$ cat src/rtl/rf_multiport.sv
// rf_multiport: multiport register file with prioritised dual write, optional bypass,
// hardwired R0 and a sequential bulk-clear sweep.
module rf_multiport #(
    parameter int AWL     = 5,
    parameter int DWL     = 32,
    parameter int DEPTH   = 2**AWL,
    parameter int NRP     = 2,
    parameter int ZERO_R0 = 1,
    parameter int BYPASS  = 1
) (
    input  logic               CLK,
    input  logic               RSTN,
    input  logic               WE0,
    input  logic [AWL-1:0]     WA0,
    input  logic [DWL-1:0]     WD0,
    input  logic               WE1,
    input  logic [AWL-1:0]     WA1,
    input  logic [DWL-1:0]     WD1,
    input  logic [NRP*AWL-1:0] RA,
    output logic [NRP*DWL-1:0] RD,
    input  logic               CLR,
    output logic               BUSY,
    output logic               WCOLL
);
    typedef enum logic {IDLE, CLEAR} state_t;
    localparam logic [AWL:0] LAST = (AWL+1)'(DEPTH - 1);
    localparam logic [AWL:0] ONE  = (AWL+1)'(1);
    logic [DWL-1:0] mem [DEPTH];
    state_t         state, state_n;
    logic [AWL:0]   cnt;
    logic           busy, we0, we1, coll, wcoll;

    // An address is writable/readable only inside the array and, with ZERO_R0, not entry 0
    function automatic logic valid(input logic [AWL-1:0] a);
        return ({1'b0, a} <= LAST) && !(ZERO_R0 != 0 && a == '0);
    endfunction

    assign busy  = state == CLEAR;
    assign we0   = WE0 && !busy && valid(WA0);
    assign we1   = WE1 && !busy && valid(WA1);
    assign coll  = we0 && we1 && WA0 == WA1;
    assign BUSY  = busy;
    assign WCOLL = wcoll;

    always_comb begin
        state_n = state;
        state_n = busy ? (cnt == LAST ? IDLE : CLEAR) : (CLR ? CLEAR : IDLE);
    end

    always_ff @(posedge CLK or negedge RSTN) begin
        if (!RSTN) begin
            state <= IDLE;
            cnt   <= '0;
            wcoll <= 1'b0;
        end else begin
            state <= state_n;
            cnt   <= busy ? cnt + ONE : '0;
            wcoll <= coll;
        end
    end

    // Port 1 is assigned last so it wins on a same-address dual write
    always_ff @(posedge CLK or negedge RSTN) begin
        if (!RSTN) begin
            for (int i = 0; i < DEPTH; i++) mem[i] <= '0;
        end else if (busy) begin
            mem[cnt[AWL-1:0]] <= '0;
        end else begin
            if (we0) mem[WA0] <= WD0;
            if (we1) mem[WA1] <= WD1;
        end
    end

    genvar k;
    for (k = 0; k < NRP; k++) begin : g_rd
        logic [AWL-1:0] a;
        logic [DWL-1:0] d;
        assign a = RA[k*AWL +: AWL];
        assign d = (BYPASS != 0 && we1 && WA1 == a) ? WD1 :
                   (BYPASS != 0 && we0 && WA0 == a) ? WD0 : mem[a];
        assign RD[k*DWL +: DWL] = (busy || !valid(a)) ? '0 : d;
    end
endmodule
$ cat config.mk
export PLATFORM = sky130hd
export DESIGN_NAME = rf_multiport
export DESIGN_NICKNAME = d
export VERILOG_FILES = /design/src/rtl/rf_multiport.sv
export SDC_FILE = /design/constraint.sdc
export NUM_CORES = 2
export LEC_CHECK = 0
export CAP_MARGIN = 20
export CORE_ASPECT_RATIO = 1.25
export CORE_MARGIN = 3
export CORE_UTILIZATION = 30
export CTS_CLUSTER_SIZE = 28
export DETAILED_ROUTE_END_ITERATION = 16
export PLACE_DENSITY = 0.56
export RECOVER_POWER = 25
export SLEW_MARGIN = 20
export SYNTH_ARGS = -nofsm -noshare
export SYNTH_HDL_FRONTEND = slang
export SYNTH_SLANG_ARGS = --single-unit
$ cat constraint.sdc
create_clock -name CLK -period 2.9 [get_ports CLK]
set_input_delay 0.435 -clock CLK [delete_from_list [all_inputs] [get_ports CLK]]
set_output_delay 0.435 -clock CLK [all_outputs]
set_load 0.01 [all_outputs]
Word-level counts from Yosys, hierarchy flattened
Cells that the tools add are included.

storage, ports and cells
  register bits after elaboration = 1,032
  bits in latches = 0
  RAM bits = 0
  ROM bits = 0
  bits of input ports = 89
  output and inout bits = 66
  memories = 0

cells by class
  add/subtract/negate cells = 1
  $mul = 0
  divide/modulo/power cells = 0
  magnitude comparators = 8
  equality and inequality tests = 6
  shift operators = 0
  mux-type cells = 28
  bitwise logic cells = 7
  reductions and logical operators = 22

operator list
  operator              count
  $mux 1024             4
  $bwmux 1024           2
  $and 1024x1024->1024  1
  $not 1024->1024       1
  $demux 32 s5          3
  $mux 32               13
  $bmux 32 s5           2
  $ge 6x6->1 const B    5
  $not 5->6             5
  $eq 5x5->1            5
  $logic_not 5->1       4
  $lt 6x1->1 const B    3
  $logic_and 1x1->1     13
  $add 6x1->6 const B   1
  $eq 6x5->1 const B    1
  $mux 6                1
  $logic_not 1->1       3
  $mux 1                3
  $logic_or 1x1->1      2

Logic depth before layout (Yosys ltp)
  depth in word-level cells = 11
  depth in mapped cells = 9
  gate-level depth less buffers = 5

Worst setup path after synthesis
No wires, ideal clock.

  path type = input port to output port
  from = in RA[5]
  to = out RD[57]
  arrival time = 2.298 ns
  data required time = 2.465 ns
  path slack = 0.167 ns
  stages = 7
  path buffers = 2
  cell sequence = buf_2 -> buf_2 -> mux4_2 -> mux4_2 -> nand2_1 -> a211oi_1 -> a221o_1

on the way
  word-level cells in the longest chain between the ends = 7
  elaborated cells between the ends (all ways) = 13

RTL lines
  item                                        line  RTL
  start, declared                             19    input logic [NRP*AWL-1:0] RA,
  $not 5->6 (implied by the code)             80    (BYPASS != 0 && we0 && WA0 == a) ? WD0 : mem[a];
  $bmux 32 s5                                 80
  $mux 32 (implied by the code) (2 in a row)  80
  $mux 32                                     80
  $mux 32                                     79    assign d = (BYPASS != 0 && we1 && WA1 == a) ? WD1 :
  $mux 32 *                                   81    assign RD[k*DWL +: DWL] = (busy || !valid(a)) ? '0 : d;
  end, declared                               20    output logic [NRP*DWL-1:0] RD,

Mark *: on every way between the ends. The rest lies on a longest branch, timed or not. The select of a mux whose other input is x is not followed.

Worst setup path after layout
  from = reg mem[594] in the netlist's numbering
  to = out RD[50]

on the way
  word-level cells in the longest chain between the ends = 6

RTL lines
  item                                        line  RTL
  start, declared                             28    logic [DWL-1:0] mem [DEPTH];
  start signal, assigned by index             67    mem[cnt[AWL-1:0]] <= '0;
  start signal, assigned by index             69    if (we0) mem[WA0] <= WD0;
  start signal, assigned by index             70    if (we1) mem[WA1] <= WD1;
  $bmux 32 s5                                 80
  $mux 32 (implied by the code) (2 in a row)  80
  $mux 32                                     80
  $mux 32                                     79
  $mux 32                                     81

Every way passes these cells. The select of a mux whose other input is x is not followed.

==> impl_metrics.ini <==
[setup_path]
crit_fanout = 2
cp.arrival_ns = 2.95
crit_type = reg2out
crit_family = simple AND/OR/NAND/NOR gates
critPathBufInv = 2
cp-start-kind = flip-flop
critPathMaxStageDelay_ns = 0.70
cp_slowest_cell = nor4_4
path_cells = buf_6, mux4_2, o22ai_4, nor4_4, mux2i_1, o21ai_2, buf_2
crit_required_ns = 2.47
end_kind = primary output

[yosys]
synth_flop_cell = dfrtp_1
synth_largest_area_cell = dfrtp_1
ys_ff_latch = 1032
yosysTopAreaCellShare = 0.351
synth_cells = 7226
ys_types = 51
netlist_area_um2 = 73600
synth_fp_nets = 7319
synth_most_common_cell = dfrtp_1
synth-edff-count = 0
seq_area_frac_synth = 0.351
synthTopCellsByArea = dfrtp_1, mux4_2, mux2i_1
synth.avg_cell_area_um2 = 10.2
postSynth.asyncResetShare = 1.00
synth_commonest_cells = dfrtp_1, mux2i_1, nor2_1, a21oi_1, a22o_1
synth_warnings = 0

[finish]
num-fill-cells = 23516
drive_above_1_share = 0.294
layout.nets = 7786
area.growth.synth_to_final_pct = 27.4
fin_cells = 11051
multi_input_area_um2 = 46300
finish.utilization = 0.385
seq_area_um2 = 25800

[floorplan]
die_w_um = 449
die_y_um = 560
num_rows = 202
initial_core_util = 0.303
core-area_um2 = 243000
io_pins = 155
die_area_um2 = 251000

[sta]
max_freq_ghz = 0.295
fin_crit_ns = 3.38
rsz0062_at_grt = yes
worst_clock_skew_ns = 0.0340
worst_slew_pin_slew_ns = 1.37
final-setup-viol-count = 69
hold-worst-slack_ns = 0.241
maxSlewHeadroom = 0.0875
slew_violations = 0
hold_violations = 0
setup_ws_ns = -0.484
final.period_utilization = 1.17

[placement]
pre_cts_ws_ns = -1.34
io_buffer_count = 154
post-dp-hpwl_um = 242000
placed_cells = 10733
place.gp.congestion = 0.986

[clocking]
htreeDepth = 3
clk_pin_slew_worst_paths_ns = 0.07
clock_sinks = 1032
clock-root-buffer = clkbuf_16
insertion_delay_ns = 0.80
cts_buffer_depth = 3
tritoncts = yes
cts_buffers = 111

[pwr]
p_leak_nw = 43.4
total_power_mw = 44.1
powerDensity_nw_per_um2 = 470
peakVddDrop_mv = 0.530

[route]
postRouteAntennaNets = 0
vias = 69539
drt-vias-per-instance = 6.29
drt-initial-drc-count = 9078
firstDrtPassIters = 6
wl_per_cell_um = 33.4
wirelength_um = 369000
drc = 0

[outcome]
violations = negative setup slack
status = complete, but fails checks

[global_route]
track_usage = 0.283
grt_pass1_vias = 66418
grt_overflow = 0
grt_max_degree = 201
grt_pass1_wl_um = 522000
antenna_found_initial = 11

[hold_path]
hp-class = in2reg

[run]
cap_violations = 0
through the flow:
step	cell area [um2]	setup TNS (ns)
floorplan	73600	0
global placement	86700	-62.53
detailed placement	86700	-61.96
CTS	93100	-21.57
global route	93700	-27.44
finish	93700	-22.29
final timing paths:
| path | startpoint | endpoint | cells past startpoint | slack (ns) |
|---|---|---|---|---|
| worst max-delay path | mem[594] | RD[50] | 7 | -0.48 |
| worst min-delay path | CLR | BUSY | 3 | 0.24 |
| worst max register to register | BUSY | mem[529] | 8 | -0.01 |
| worst min register to register | mem[998] | mem[998] | 1 | 0.51 |
| max in group asynchronous | RSTN | mem[61] | 4 | 0.08 |
| min in group asynchronous | RSTN | mem[482] | 2 | 0.52 |
report_power, final:
| group | internal [mW] | switching [mW] | total [mW] |
|---|---|---|---|
| combinational | 4.22 | 8.39 | 12.6 |
| sequential | 15.1 | 0.645 | 15.7 |
| clock | 8.82 | 6.91 | 15.7 |
| total | 28.1 | 15.9 | 44.1 |
sequential cells by signal, summed over array words and instances, names as in the netlist:
signal  cells
cnt         6
WCOLL       1
mem      1024
BUSY        1
layout by cell type, fill, tap and decap left out, types with 11 or more instances in the layout:
| cell type | count |
|---|---|
| a21oi_1 | 993 |
| nor2_1 | 1003 |
| o22ai_2 | 70 |
| clkbuf_16 | 116 |
| dfrtp_1 | 1029 |
| clkinv_2 | 15 |
| xnor2_1 | 20 |
| bufinv_16 | 12 |
| clkbuf_1 | 32 |
| nand2_1 | 15 |
| nor4_2 | 12 |
| mux2i_1 | 1012 |
| clkbuf_8 | 25 |
| buf_2 | 43 |
| nand2_2 | 46 |
| nand2_4 | 17 |
| o22ai_1 | 130 |
| buf_16 | 19 |
| buf_12 | 221 |
| o21ai_2 | 16 |
| nor4_1 | 12 |
| nor2_4 | 13 |
| mux4_2 | 516 |
| nor3_2 | 12 |
| or4_4 | 20 |
| o22ai_4 | 40 |
| and2_1 | 38 |
| buf_4 | 847 |
| nor3_1 | 16 |
| nor4_4 | 11 |
| clkinvlp_4 | 11 |
| a221o_1 | 34 |
| a22o_1 | 992 |
| clkdlybuf4s50_1 | 70 |
| buf_6 | 76 |
| a31oi_4 | 15 |
metal layers:
| layer | vias up | global-route usage | share of wire |
|---|---|---|---|
| met2 | 4279 | 0.434 | 0.45 |
| met1 | 35518 | 0.354 | 0.37 |
| met5 | - | 0 | 0.00040 |
| met4 | 16 | 0.192 | 0.079 |
| li1 | 28549 | - | - |
| met3 | 1177 | 0.0647 | 0.099 |
kinds of logic after synthesis:
family                   Yosys count  share of synthesized area
AO/OA/AOI/OAI                   2341                      0.218
XOR/XNOR                          28                    0.00333
adder cells (fa/ha/maj)            4                   0.000680
buffers and inverters            978                     0.0552
flip-flops                      1032                      0.351
multiplexers                    1535                      0.297
AND/OR/NAND/NOR                 1308                     0.0753
what timing repair did:
item / CTS / global route
hold buffers: 1 / 0
gates resized for setup: 638 / 115
cloned: 16 / 3
buffers inserted: 75 / 35
hold endpoints to repair: 109 / 0
pin swaps: 72 / 40
setup endpoints to repair: 64 / 437
worst register-to-register path, delay by kind of cell (launching register included):
| family | cells | cell delay (ns) |
|---|---|---|
| buffers and inverters | 7 | 1.83 |
| AO/OA/AOI/OAI | 1 | 0.60 |
| flip-flops | 1 | 0.42 |
layout make-up:
cell class	instances	share of cell area
Antenna cell	2	0.0000534
Clock buffer	159	0.0345
Clock inverter	46	0.00659
Inverter	4	0.000240
Multi-Input combinational cell	5216	0.494
Sequential cell	1032	0.276
Tap cell	3264	0.0436
Timing Repair Buffer	1328	0.146
No activity file was read; power rests on OpenSTA's default activity.
